## config.mk

```make
export PLATFORM = sky130hd
export DESIGN_NAME = exit_park
export DESIGN_NICKNAME = d
export VERILOG_FILES = /design/src/rtl/exit_park.sv
export SDC_FILE = /design/constraint.sdc
export NUM_CORES = 1
export LEC_CHECK = 0
export ABC_AREA = 1
export CAP_MARGIN = 10
export CORE_AREA = 2 2 165 167
export CTS_CLUSTER_SIZE = 12
export DETAILED_ROUTE_END_ITERATION = 8
export DIE_AREA = 0 0 167 169
export PLACE_DENSITY = 0.51
export SETUP_SLACK_MARGIN = 0.3
export SLEW_MARGIN = 15
export SYNTH_ARGS = -nofsm -noshare
export SYNTH_HDL_FRONTEND = slang
export SYNTH_SLANG_ARGS = --single-unit
```

## constraint.sdc

```tcl
create_clock -name clk -period 7.9 [get_ports clk]
set_input_delay 1.58 -clock clk [delete_from_list [all_inputs] [get_ports clk]]
set_output_delay 1.58 -clock clk [all_outputs]
set_load 0.02 [all_outputs]
```

## src/rtl/exit_park.sv

```systemverilog
// exit_park: exit-side slot occupancy, per-slot parking timers and exit FSM.
// Ports: clk, rst_n; entry_valid/entry_slot in; exit_req/exit_slot in;
// parking_capacity (1 = free), busy, exit_done, exit_error, entry_error,
// fee, free_count out.
module exit_park #(
  parameter int TICK_DIV     = 4,
  parameter int FEE_PER_UNIT = 2,
  parameter int TIME_W       = 12,
  parameter int FEE_W        = 16
) (
  input  logic             clk,
  input  logic             rst_n,
  input  logic             entry_valid,
  input  logic [2:0]       entry_slot,
  input  logic             exit_req,
  input  logic [2:0]       exit_slot,
  output logic [7:0]       parking_capacity,
  output logic             busy,
  output logic             exit_done,
  output logic             exit_error,
  output logic             entry_error,
  output logic [FEE_W-1:0] fee,
  output logic [3:0]       free_count
);

  localparam int PW = $clog2(TICK_DIV);
  localparam int MW = TIME_W + FEE_W;
  localparam logic [PW-1:0] PLAST = PW'(TICK_DIV - 1);
  localparam logic [MW-1:0] FPU = MW'(FEE_PER_UNIT);

  typedef enum logic [1:0] {
    S_IDLE,
    S_CHECK,
    S_CALC,
    S_DONE
  } state_t;

  state_t state_q, state_d;

  logic [PW-1:0]     presc_q, presc_d;
  logic [TIME_W-1:0] cnt_q [8];
  logic [TIME_W-1:0] cnt_d [8];
  logic [7:0]        cap_q, cap_d;
  logic [3:0]        free_q, free_d;
  logic [FEE_W-1:0]  fee_q, fee_d;
  logic [2:0]        slot_q, slot_d;
  logic [TIME_W-1:0] units_q, units_d;
  logic              done_q, done_d;
  logic              xerr_q, xerr_d;
  logic              eerr_q, eerr_d;

  logic              tick;
  logic              rel;
  logic              entry_ok;
  logic [TIME_W-1:0] units_eff;
  logic [MW-1:0]     prod;
  logic [FEE_W-1:0]  fee_sat;

  assign tick = (presc_q == PLAST);

  always_comb begin
    presc_d = tick ? '0 : presc_q + PW'(1);
  end

  // A parked car is always billed at least one unit.
  assign units_eff = (units_q == '0) ? TIME_W'(1) : units_q;
  assign prod      = MW'(units_eff) * FPU;
  assign fee_sat   = (|prod[MW-1:FEE_W]) ? '1 : prod[FEE_W-1:0];

  always_comb begin
    state_d = state_q;
    slot_d  = slot_q;
    units_d = units_q;
    fee_d   = fee_q;
    done_d  = 1'b0;
    xerr_d  = 1'b0;
    rel     = 1'b0;
    unique case (state_q)
      S_IDLE: begin
        if (exit_req) begin
          slot_d  = exit_slot;
          state_d = S_CHECK;
        end
      end
      S_CHECK: begin
        if (cap_q[slot_q]) begin
          xerr_d  = 1'b1;
          state_d = S_IDLE;
        end else begin
          units_d = cnt_q[slot_q];
          state_d = S_CALC;
        end
      end
      S_CALC: begin
        fee_d   = fee_sat;
        rel     = 1'b1;
        done_d  = 1'b1;
        state_d = S_DONE;
      end
      S_DONE: begin
        state_d = S_IDLE;
      end
      default: begin
        state_d = S_IDLE;
      end
    endcase
  end

  // Entry is judged against the current vector, so an entry landing on
  // the slot being released in the same cycle is reported as an error.
  always_comb begin
    cap_d    = cap_q;
    cnt_d    = cnt_q;
    free_d   = '0;
    entry_ok = entry_valid && cap_q[entry_slot];
    eerr_d   = entry_valid && !cap_q[entry_slot];
    for (int i = 0; i < 8; i++) begin
      if (tick && !cap_q[i] && (cnt_q[i] != '1)) begin
        cnt_d[i] = cnt_q[i] + TIME_W'(1);
      end
    end
    if (rel) begin
      cap_d[slot_q] = 1'b1;
    end
    if (entry_ok) begin
      cap_d[entry_slot] = 1'b0;
      cnt_d[entry_slot] = '0;
    end
    for (int i = 0; i < 8; i++) begin
      free_d = free_d + 4'(cap_d[i]);
    end
  end

  always_ff @(posedge clk or negedge rst_n) begin
    if (!rst_n) begin
      state_q <= S_IDLE;
      presc_q <= '0;
      cap_q   <= 8'hFF;
      free_q  <= 4'd8;
      fee_q   <= '0;
      slot_q  <= '0;
      units_q <= '0;
      done_q  <= 1'b0;
      xerr_q  <= 1'b0;
      eerr_q  <= 1'b0;
      for (int i = 0; i < 8; i++) begin
        cnt_q[i] <= '0;
      end
    end else begin
      state_q <= state_d;
      presc_q <= presc_d;
      cap_q   <= cap_d;
      free_q  <= free_d;
      fee_q   <= fee_d;
      slot_q  <= slot_d;
      units_q <= units_d;
      done_q  <= done_d;
      xerr_q  <= xerr_d;
      eerr_q  <= eerr_d;
      for (int i = 0; i < 8; i++) begin
        cnt_q[i] <= cnt_d[i];
      end
    end
  end

  assign parking_capacity = cap_q;
  assign busy             = (state_q != S_IDLE);
  assign exit_done        = done_q;
  assign exit_error       = xerr_q;
  assign entry_error      = eerr_q;
  assign fee              = fee_q;
  assign free_count       = free_q;

endmodule

```

==> impl_metrics.yaml <==
worst_setup_path:
  r2r_slack_ns: 3.63
  rr_endpoint: "free_count[1]"
  path_max_fanout: 10
  path_class: "in -> reg"
  cp-end-kind: "flop"
  critPathLaunch: "entry_slot[0]"
  worstSetupStartpointType: "input port"
  r2r_start: "slot_q[0]"
  cp.required_ns: 8.22
  r2r_cells: 12
  worstPathArrival_ns: 5.60
  cp-endpoint: "free_count[1]"
sta:
  worstMarginPinSlew_ns: 1.062
  fin_crit_sh_pct: 66.84
  tns_ns: 0
  period_needed_ns: 5.281
  relSlewSlack_pct: 29.15
  rsz0062_at_grt: "no"
  drv_slew: 0
  clock.fmax_mhz: 189.4
  skew_ns: 0.009910
  final.setup.worst_slack_ns: 2.619
  whs_ns: 0.4270
  hold_violations: 0
  finalSetupViolations: 0
placed_design:
  place.port_buffers: 37
  place_ws_ns: 2.177
  place_inst: 1715
  gp_congestion: 0.8931
  dp_hpwl_mm: 19.67
detailed_routing:
  drtAntennaViolNets: 0
  drt-initial-drc-count: 492
  routed-via-count: 8333
  dr.pass1.iters: 5
  wl_mm: 26.23
  via_per_inst: 4.770
  wl_per_cell_um: 15.02
  drc_errors: 0
cts:
  cts_root_buf: "clkbuf_16"
  clk_path_buf_depth: 2
  cts_resized: 0
  clkTransAtPathRegs_ns: 0.06
  htree_levels: 4
  cts_tree: "done"
  cts_setup_buffers: 0
  clkSinkCount: 142
  numCtsBuffers: 17
  holdBufCountCts: 0
  clock_latency_ns: 0.43
logic_synthesis:
  synth_top_family_by_area: "simple AND/OR/NAND/NOR gates"
  synth_fa_ha_area_share_pct: 2.522
  netlist_area_um2: 9128
  avgSynthCellArea_um2: 6.687
  synth_top_cell_by_area: "dfrtp_1"
  synth-seq-cells: 142
  synth_area_leaders: "dfrtp_1 36%, nand2_1 20%, inv_1 8.6%, nor2_1 6.5%, nand3_1 5.4%"
  synth_warnings: 0
  yosysTopAreaCellShare_pct: 36.46
  synth_xor_xnor_area_share_pct: 1.439
  synthCells: 1365
  synth_compound_area_share_pct: 7.896
  ys_seq_area_share_pct: 39.05
  synthMuxAreaShare_pct: 0
  synthSimpleGateAreaFrac_pct: 37.88
  synth_cell_types: 35
die:
  start_util_pct: 34.44
  ios: 42
  rows: 60
  die_w_um: 167
  die_h_um: 169
  fp.dieArea_um2: 28220
  core_um2: 26500
run:
  maxCapViolations: 0
finish:
  fin_cells: 1747
  layout_common_cells: "489 x nand2_1, 210 x inv_1, 159 x nor2_1"
  antenna_cells: 0
  layout_commonest_cell: "nand2_1"
  syn2layout_area_growth_pct: 13.89
  fillCellCount: 2835
  drive_above_1_share_pct: 5.548
  nNetsFinal: 1419
min_path:
  min_path_type: "reg -> reg"
  min-delay-start: "presc_q[0]"
power_and_ir_drop:
  powerDensity_nw_per_um2: 381.3
  leakage_nw: 5.515
  ir_worst_vdd_uv: 143.7
global_route:
  grt_pass1_wl_mm: 42.61
  grt_pass1_vias: 7874
  overflow: 0
  antenna_found_initial: 1
  track_usage_pct: 19.20
  grt_max_degree: 80
status:
  status: "finished, final reports clean"
-- metrics by stage --
stage / utilization [%] / instance area, um^2 / power, mW
after floorplan: - / 9139 / 2.529
after global placement: 36.82 / 9757 / 3.087
after detailed placement: 36.82 / 9757 / 3.098
after CTS: 39.23 / 10400 / 4.001
after global routing: 39.23 / 10400 / 4.321
final: 39.23 / 10400 / 3.963
-- Yosys cell counts, drive strengths merged --
| cell | n |
|---|---|
| nand2 | 496 |
| inv | 214 |
| nor2 | 168 |
| dfrtp | 133 |
| nand3 | 109 |
| o211ai | 51 |
| a21oi | 45 |
| buf | 30 |
| nor3 | 23 |
| nand4 | 20 |
| o21ai | 19 |
| xor2 | 14 |
| ha | 12 |
| dfstp | 9 |
| clkbuf | 5 |
| nand3b | 5 |
| fa | 4 |
| nor4 | 3 |
| a31oi | 1 |
| conb | 1 |
| nor3b | 1 |
| o31ai | 1 |
| xnor2 | 1 |
-- worst min-delay path by stage --
| stage | to | slack, ns | cells after the start |
|---|---|---|---|
| 6_report | presc_q[0] | 0.43 | 1 |
| 5_1_grt | presc_q[0] | 0.46 | 1 |
| 4_1_cts | presc_q[0] | 0.43 | 1 |
| 3_5_place_dp | presc_q[0] | 0.42 | 1 |
| 3_3_place_gp | presc_q[0] | 0.42 | 1 |
| 2_1_floorplan | presc_q[0] | 0.40 | 1 |
-- metal layers --
metal,GRT usage [%],wire [um],vias to the layer above
li1,-,-,4314
met1,26.66,13100,3882
met2,30.77,11810,110
met3,3.390,891,25
met4,5.397,422,2
met5,0,12,-
-- sequential cells by signal (all words and copies together), names as in the netlist, named ones only --
register / count
presc_q: 2
slot_q: 3
cnt_q: 96
entry_error: 1
exit_error: 1
fee: 12
free_count: 4
units_q: 12
state_q: 1
exit_done: 1
parking_capacity: 8
-- critical path: stages --
cell and delay [ns]:
clkdlybuf4s50_1 0.75, inv_6 0.08, nand2_1 0.07, nand3_1 0.07, nand2_1 0.08, inv_1 0.07
nand2_4 0.15, nand3_2 0.24, nand2_1 0.21, fa_1 0.47, fa_1 0.53, fa_1 0.48
inv_1 0.06, ha_1 0.17, inv_1 0.06, fa_1 0.48, inv_1 0.04
-- kinds of logic (layout without fill, tap and decap cells) --
family	Yosys count	in the layout
compound gates	117	117
xor+xnor	15	15
fa+ha+maj	16	16
buf+inv	249	287
flops	142	142
other cells	1	4
simple gates	825	825
-- power breakdown --
| group | switching (mW) | total, mW | internal, mW |
|---|---|---|---|
| logic | 1.09 | 1.71 | 0.623 |
| clock network | 0.330 | 0.879 | 0.549 |
| registers | 0.343 | 1.38 | 1.03 |
-- cell type report --
cell class,count,area [um^2],area share [%]
inverter,214,808.3,7.776
tap,341,426.7,4.104
sequential,142,3566,34.30
clock buffer,24,511.7,4.923
timing repair buffer,41,401.6,3.864
multi-input combinational,977,4554,43.81
clock inverter,8,126.4,1.216
Power figures use the tool's default switching activity.
